`src/rtl/cpu_alu_pkg.sv`:
```
// Purpose: opcode, state and helper definitions shared by the byte-serial ALU sequencer.
// Latency: n/a (types and pure functions only).
// Backpressure: n/a.
package cpu_alu_pkg;

    typedef enum logic [3:0] {
        ALU_ADD  = 4'b0000,
        ALU_ADC  = 4'b0001,
        ALU_SUB  = 4'b0010,
        ALU_SBC  = 4'b0011,
        ALU_AND  = 4'b0100,
        ALU_OR   = 4'b0101,
        ALU_XOR  = 4'b0110,
        ALU_ANDN = 4'b0111,
        ALU_SHL  = 4'b1000,
        ALU_SHR  = 4'b1001,
        ALU_ASL  = 4'b1010,
        ALU_ASR  = 4'b1011
    } alu_op_e;

    typedef enum logic [1:0] {
        SEQ_IDLE = 2'd0,
        SEQ_EXEC = 2'd1,
        SEQ_RESP = 2'd2
    } seq_state_e;

    // Opcode classes are decided by the top two bits.
    function automatic logic is_arith(input logic [3:0] op);
        return op[3:2] == 2'b00;
    endfunction

    function automatic logic is_logic(input logic [3:0] op);
        return op[3:2] == 2'b01;
    endfunction

    function automatic logic is_shift(input logic [3:0] op);
        return op[3:2] == 2'b10;
    endfunction

    function automatic logic is_illegal(input logic [3:0] op);
        return op[3:2] == 2'b11;
    endfunction

endpackage

```
`src/rtl/alu_byte_sequencer.sv`:
```
// Purpose: runs NUM_BYTES-wide ops on the shared 8-bit ALU one byte per cycle; owns C/Z flags.
// Latency: accept at T -> rsp_valid_o at T+NUM_BYTES+1 (shift/illegal: T+2).
// Backpressure: single-entry; cmd_ready_o only in IDLE, response held until rsp_ready_i.
module alu_byte_sequencer
    import cpu_alu_pkg::*;
#(
    parameter  int NUM_BYTES = 2,
    localparam int W         = 8 * NUM_BYTES
) (
    input  logic         clk_i,
    input  logic         rst_i,
    input  logic         cmd_valid_i,
    output logic         cmd_ready_o,
    input  logic [3:0]   cmd_op_i,
    input  logic [W-1:0] cmd_a_i,
    input  logic [W-1:0] cmd_b_i,
    input  logic [2:0]   cmd_count_i,
    output logic         rsp_valid_o,
    input  logic         rsp_ready_i,
    output logic [W-1:0] rsp_res_o,
    output logic         rsp_err_o,
    output logic         flag_c_o,
    output logic         flag_z_o,
    output logic [7:0]   alu_rs_o,
    output logic [7:0]   alu_op2_o,
    output logic [2:0]   alu_count_o,
    output logic         alu_carry_o,
    output logic [3:0]   alu_op_o,
    input  logic [7:0]   alu_res_i,
    input  logic         alu_carry_i,
    input  logic         alu_zero_i
);

    // One spare bit so the index can represent NUM_BYTES without aliasing.
    localparam int IDXW = $clog2(NUM_BYTES) + 1;

    seq_state_e      state_q, state_d;
    logic [3:0]      op_q;
    logic [W-1:0]    a_q;
    logic [W-1:0]    b_q;
    logic [2:0]      count_q;
    logic [IDXW-1:0] idx_q;
    logic            zacc_q;
    logic            cbuf_q;
    logic [W-1:0]    res_q;
    logic            err_q;
    logic            flag_c_q;
    logic            flag_z_q;

    logic [7:0]      rs_byte;
    logic [7:0]      op2_byte;
    logic            first_byte;
    logic            last_byte;

    assign cmd_ready_o = (state_q == SEQ_IDLE);
    assign rsp_valid_o = (state_q == SEQ_RESP);
    assign rsp_res_o   = res_q;
    assign rsp_err_o   = err_q;
    assign flag_c_o    = flag_c_q;
    assign flag_z_o    = flag_z_q;

    assign first_byte = (idx_q == '0);
    // Shifts only ever touch the low byte.
    assign last_byte  = is_shift(op_q) || (idx_q == IDXW'(NUM_BYTES - 1));

    // Select the current operand bytes from the latched operands.
    always_comb begin
        rs_byte  = '0;
        op2_byte = '0;
        for (int i = 0; i < NUM_BYTES; i++) begin
            if (idx_q == IDXW'(i)) begin
                rs_byte  = a_q[8*i +: 8];
                op2_byte = b_q[8*i +: 8];
            end
        end
    end

    // Next-state logic and ALU drive; ALU inputs are quiet outside EXEC.
    always_comb begin
        state_d     = state_q;
        alu_rs_o    = '0;
        alu_op2_o   = '0;
        alu_count_o = '0;
        alu_carry_o = 1'b0;
        alu_op_o    = '0;
        case (state_q)
            SEQ_IDLE: begin
                if (cmd_valid_i) begin
                    state_d = SEQ_EXEC;
                end
            end
            SEQ_EXEC: begin
                if (is_illegal(op_q)) begin
                    // One idle bubble keeps illegal-op latency equal to a shift.
                    state_d = SEQ_RESP;
                end else begin
                    alu_rs_o  = rs_byte;
                    alu_op2_o = op2_byte;
                    if (is_arith(op_q)) begin
                        // Upper bytes always use the carry-in form of the op.
                        alu_op_o    = {2'b00, op_q[1], op_q[0] | ~first_byte};
                        alu_carry_o = first_byte ? (op_q[0] & flag_c_q) : cbuf_q;
                    end else begin
                        alu_op_o = op_q;
                        if (is_shift(op_q)) begin
                            alu_count_o = count_q;
                        end
                    end
                    if (last_byte) begin
                        state_d = SEQ_RESP;
                    end
                end
            end
            SEQ_RESP: begin
                if (rsp_ready_i) begin
                    state_d = SEQ_IDLE;
                end
            end
            default: state_d = SEQ_IDLE;
        endcase
    end

    // State register.
    always_ff @(posedge clk_i) begin
        if (rst_i) begin
            state_q <= SEQ_IDLE;
        end else begin
            state_q <= state_d;
        end
    end

    // Operand latch, per-byte result capture and architectural flag update.
    always_ff @(posedge clk_i) begin
        if (rst_i) begin
            op_q     <= '0;
            a_q      <= '0;
            b_q      <= '0;
            count_q  <= '0;
            idx_q    <= '0;
            zacc_q   <= 1'b0;
            cbuf_q   <= 1'b0;
            res_q    <= '0;
            err_q    <= 1'b0;
            flag_c_q <= 1'b0;
            flag_z_q <= 1'b0;
        end else begin
            case (state_q)
                SEQ_IDLE: begin
                    if (cmd_valid_i) begin
                        op_q    <= cmd_op_i;
                        a_q     <= cmd_a_i;
                        b_q     <= cmd_b_i;
                        count_q <= cmd_count_i;
                        idx_q   <= '0;
                        zacc_q  <= 1'b1;
                        cbuf_q  <= 1'b0;
                        res_q   <= '0;
                        err_q   <= is_illegal(cmd_op_i);
                    end
                end
                SEQ_EXEC: begin
                    if (!is_illegal(op_q)) begin
                        for (int i = 0; i < NUM_BYTES; i++) begin
                            if (idx_q == IDXW'(i)) begin
                                res_q[8*i +: 8] <= alu_res_i;
                            end
                        end
                        zacc_q <= zacc_q & alu_zero_i;
                        cbuf_q <= alu_carry_i;
                        if (last_byte) begin
                            flag_z_q <= zacc_q & alu_zero_i;
                            if (!is_logic(op_q)) begin
                                flag_c_q <= alu_carry_i;
                            end
                        end else begin
                            idx_q <= idx_q + IDXW'(1);
                        end
                    end
                end
                default: ;
            endcase
        end
    end

endmodule

```
`config.mk`:
```
export PLATFORM = sky130hd
export DESIGN_NAME = alu_byte_sequencer
export DESIGN_NICKNAME = d
export VERILOG_FILES = /design/src/rtl/cpu_alu_pkg.sv /design/src/rtl/alu_byte_sequencer.sv
export SDC_FILE = /design/constraint.sdc
export NUM_CORES = 1
export LEC_CHECK = 0
export ABC_CLOCK_PERIOD_IN_PS = 2900
export CAP_MARGIN = 20
export CELL_PAD_IN_SITES_DETAIL_PLACEMENT = 1
export CELL_PAD_IN_SITES_GLOBAL_PLACEMENT = 2
export CORE_UTILIZATION = 27
export DETAILED_ROUTE_END_ITERATION = 12
export HOLD_SLACK_MARGIN = 0.1
export PLACE_DENSITY = 0.83
export SETUP_SLACK_MARGIN = 0.15
export SYNTH_ARGS = -nofsm -noshare
export SYNTH_HDL_FRONTEND = slang
export SYNTH_SLANG_ARGS = --single-unit
```
`constraint.sdc`:
```
create_clock -name clk_i -period 2.9 [get_ports clk_i]
set_input_delay 0.435 -clock clk_i [delete_from_list [all_inputs] [get_ports clk_i]]
set_output_delay 0.435 -clock clk_i [all_outputs]
set_load 0.05 [all_outputs]
```
==> implementation parameters <==
Parameter                              Value

Synthesis
  Ranking of synthesized cells by area    sky130_fd_sc_hd__dfxtp_1, sky130_fd_sc_hd__nand2_1, sky130_fd_sc_hd__a21oi_1, sky130_fd_sc_hd__nand3_1, sky130_fd_sc_hd__o311ai_0
  Part of the Yosys area used for sequential elements    44.3%
  Area share of the leading cell type in the synthesized netlist    44.3%
  Post-synth EDFFs    0
  YS warnings    0
  Fraction of registers with async set/reset    0%
  Most used flip-flop cell after synthesis    sky130_fd_sc_hd__dfxtp_1
  Distinct cells, synth    32
  Synth Instances    370
  Post-synthesis instance area    2890 um2
  Average cell area after synthesis    7.82 um2
  Number of nets in the synthesized netlist    425
  Yosys reg bits    64
  Largest area contributor in the netlist    sky130_fd_sc_hd__dfxtp_1

Setup path
  Register-to-register setup slack    1.02 ns
  Delay of the slowest cell on the worst path    0.84 ns
  Kind of start point of the critical path    flip-flop
  Worst setup path start    state_q[1]$_SDFFE_PP0P_
  Depth of the worst register-to-register path    6
  Worst endpoint required time    2.47 ns
  Reg-to-reg critical path startpoint    idx_q[1]$_SDFFE_PP0P_
  CP max stage cell    sky130_fd_sc_hd__clkdlybuf4s50_1
  Cell type group with the largest total delay on the critical path    buffers and inverters
  Path type of the worst setup path    flip-flop to output port
  Critical Path, Cell by Cell    nand2b_1 > nor3b_1 > clkdlybuf4s50_1
  R2R Path End    idx_q[1]$_SDFFE_PP0P_
  Type of destination of the critical path    output port
  Number of stages on the worst setup path    3
  Maximum fanout count along the critical path    15
  End point of the critical path    alu_op_o[2]
  Critical path arrival    2.19 ns
  Buffers and inverters on the worst path    1

Global route
  GR Util met1    22.8%
  GRT Residual Overflow    0
  Met3 global-route usage    3.77%
  Total routing resource utilization after global routing    17.6%
  Busiest grt layer    met2
  Number of antenna violations at the first check in global routing    0
  GRT met2 Usage    29.1%
  Via count of the first global-routing pass    3054
  Maximum number of pins on one net before global-route repair    63
  First-pass GRT wire length    15500 um

Routing
  Routed wire per std cell    16.2 um
  Number of vias after detailed routing    2968
  Violation count after the first detailed-routing iteration    100
  Number of detailed-route iterations in the first pass    4
  Count of unresolved DRC violations after routing    0
  DRT antenna net count    0
  WL final    9520 um
  Vias per cell    5.04

Place
  Number of buffers inserted by port buffering    97
  Pre-CTS setup slack    0.555 ns
  HPWL reported at the end of detailed placement    6380 um
  Final Wtd Congestion    0.706

Power
  Clock network fraction of total power    32.3%
  Combinational share of power    22.1%
  Proportion of total power due to net switching    31.7%
  Sequential share of power    45.6%
  Static leakage power    1.51 nW
  Pint    0.00146 W
  Peak supply drop    0.175 mV
  Pwr per Cell Area    526 nW/um2
  Net switching power of the design    0.000679 W

Clock tree
  Clk Tree Root Cell    sky130_fd_sc_hd__clkbuf_8
  Clock-pin transition on the worst setup and hold timing paths    0.07 ns
  Clock latency reported for the late side of the worst-skew pair    0.33 ns
  CTS H-Tree Depth    3
  Clock tree from TritonCTS    yes
  Number of sinks on the clock net    64
  Number of buffers inserted to repair setup after CTS    0
  Buffer levels on the longest clock path    2
  CTS Buf Count    9

STA
  Hold Violations, Final    0
  Number of failing setup endpoints in the final timing report    0
  Max-slew headroom    54.2%
  Number of pins exceeding their max-slew limit in the final report    0
  Top achievable clock speed    381 MHz
  Setup tns final    0 ns
  Post-route fraction of the period consumed by the critical path    90.6%
  Post-layout worst setup margin    0.274 ns
  Final critical path time including I/O delays and setup    2.63 ns
  Unrepaired setup endpoints after global routing    no
  Worst-Margin Slew    0.686 ns
  Worst Clk Skew    0.00732 ns

Layout
  Commonest non-fill, non-tap cell in the layout    sky130_fd_sc_hd__nand2_1
  Fraction of final layout cells with drive strength greater than 1    11.9%
  Inserted Diodes    0
  Most frequent cells in the layout    sky130_fd_sc_hd__nand2_1, sky130_fd_sc_hd__clkdlybuf4s50_1, sky130_fd_sc_hd__a21oi_1
  Number of nets in the layout    504
  Area growth, synth to finish    40.6%

Floorplanning
  Number of I/O pins    98
  Area inside the core boundary    10400 um2
  DIE HEIGHT    106 um
  Initial standard-cell utilization of the core    27.9%
  Standard-cell rows    37
  Die Area    11100 um2
  Die boundary width    106 um

Outcome
  Outcome    finished clean

Run
  Number of maximum-capacitance constraint violations    0

Worst hold path
  Worst min-delay path class    flip-flop to flip-flop
## synth_stat cells (all sizes together) (2+ instances only)
master,instances
a21oi,70
a221o,8
and2,4
and3,9
buf,25
clkbuf,12
dfxtp,64
ha,2
inv,4
nand2,99
nand2b,3
nand3,22
nand4,8
nor2,3
nor2b,4
nor3b,11
o211ai,2
o311ai,10
o41ai,2
## worst min-delay path by stage
stage	start	depth (start not counted)	slack, ns	endpoint
2_1_floorplan	count_q[0]$_SDFFE_PP0P_	2	0.43	count_q[0]$_SDFFE_PP0P_
3_3_place_gp	b_q[8]$_SDFFE_PP0P_	2	0.44	b_q[8]$_SDFFE_PP0P_
3_5_place_dp	count_q[1]$_SDFFE_PP0P_	2	0.44	count_q[1]$_SDFFE_PP0P_
4_1_cts	count_q[1]$_SDFFE_PP0P_	2	0.45	count_q[1]$_SDFFE_PP0P_
5_1_grt	b_q[10]$_SDFFE_PP0P_	2	0.47	b_q[10]$_SDFFE_PP0P_
6_report	count_q[0]$_SDFFE_PP0P_	2	0.46	count_q[0]$_SDFFE_PP0P_
## metrics by stage
| step | util, % | total power [W] | area (um2) | std cells | hold slack (ns) |
|---|---|---|---|---|---|
| 6_report | 39.2 | 0.00214 | 4070 | 589 | 0.458 |
| 5_1_grt | 39.2 | 0.00224 | 4070 | 589 | 0.474 |
| 4_1_cts | 39.2 | 0.00216 | 4060 | 589 | 0.454 |
| 3_5_place_dp | 37.5 | 0.00147 | 3890 | 574 | 0.445 |
| 3_3_place_gp | 37.5 | 0.00146 | 3890 | 574 | 0.442 |
| 2_1_floorplan | - | 0.00128 | 2900 | 370 | 0.432 |
## routing by layer
metal	up-vias	wire length, um
li1	1447	-
met1	1443	4510
met2	72	4420
met3	6	527
met4	0	68
met5	-	0
## logic make-up (layout without fill, tap and decap cells)
group                      after synthesis  count (layout)  synth area share [%]
DFF                                     64              64                  44.3
AOI/OAI and AO/OA                       96              96                  20.1
adders and majority gates                2               2                 0.865
buffers and inverters                   41             124                  7.05
and+or+nand+nor                        167             167                  27.7
## repair_timing
item                                    4_1_cts  5_1_grt
endpoints found under the setup margin        0        2
hold buffers                                  0        0
gates resized for setup                       0        2
## worst register-to-register path: cells and delay by family, from the launching register on
kind / cells / cell delay, ns
fa+ha+maj: 1 / 0.19
buf+inv: 2 / 0.30
compound gates: 1 / 0.06
simple gates: 2 / 0.84
flops: 1 / 0.34
## final cells by class
type	count	area, um2
Timing Repair Buffer	105	1000
Clock buffer	11	151
Sequential cell	64	1280
Clock inverter	4	20.0
Tap cell	136	170
Multi-Input combinational cell	265	1430
Inverter	4	15.0
Fill cell	1262	6300
## state kept, by name, indices dropped and copies added, names as in the netlist
| name | count |
|---|---|
| flag_z_o | 1 |
| flag_c_o | 1 |
| a_q | 16 |
| b_q | 16 |
| count_q | 3 |
| state_q | 2 |
| zacc_q | 1 |
| idx_q | 2 |
| rsp_res_o | 16 |
| rsp_err_o | 1 |
| op_q | 4 |
| cbuf_q | 1 |
## power groups by stage
stage	Combinational (W)	Sequential [W]	Clock [W]
6_report	0.000473	0.000974	0.000690
5_1_grt	0.000514	0.000982	0.000748
4_1_cts	0.000478	0.000974	0.000710
3_5_place_dp	0.000476	0.000994	0
3_3_place_gp	0.000468	0.000991	0
2_1_floorplan	0.000269	0.00101	0
No activity file was read; power rests on OpenSTA's default activity.
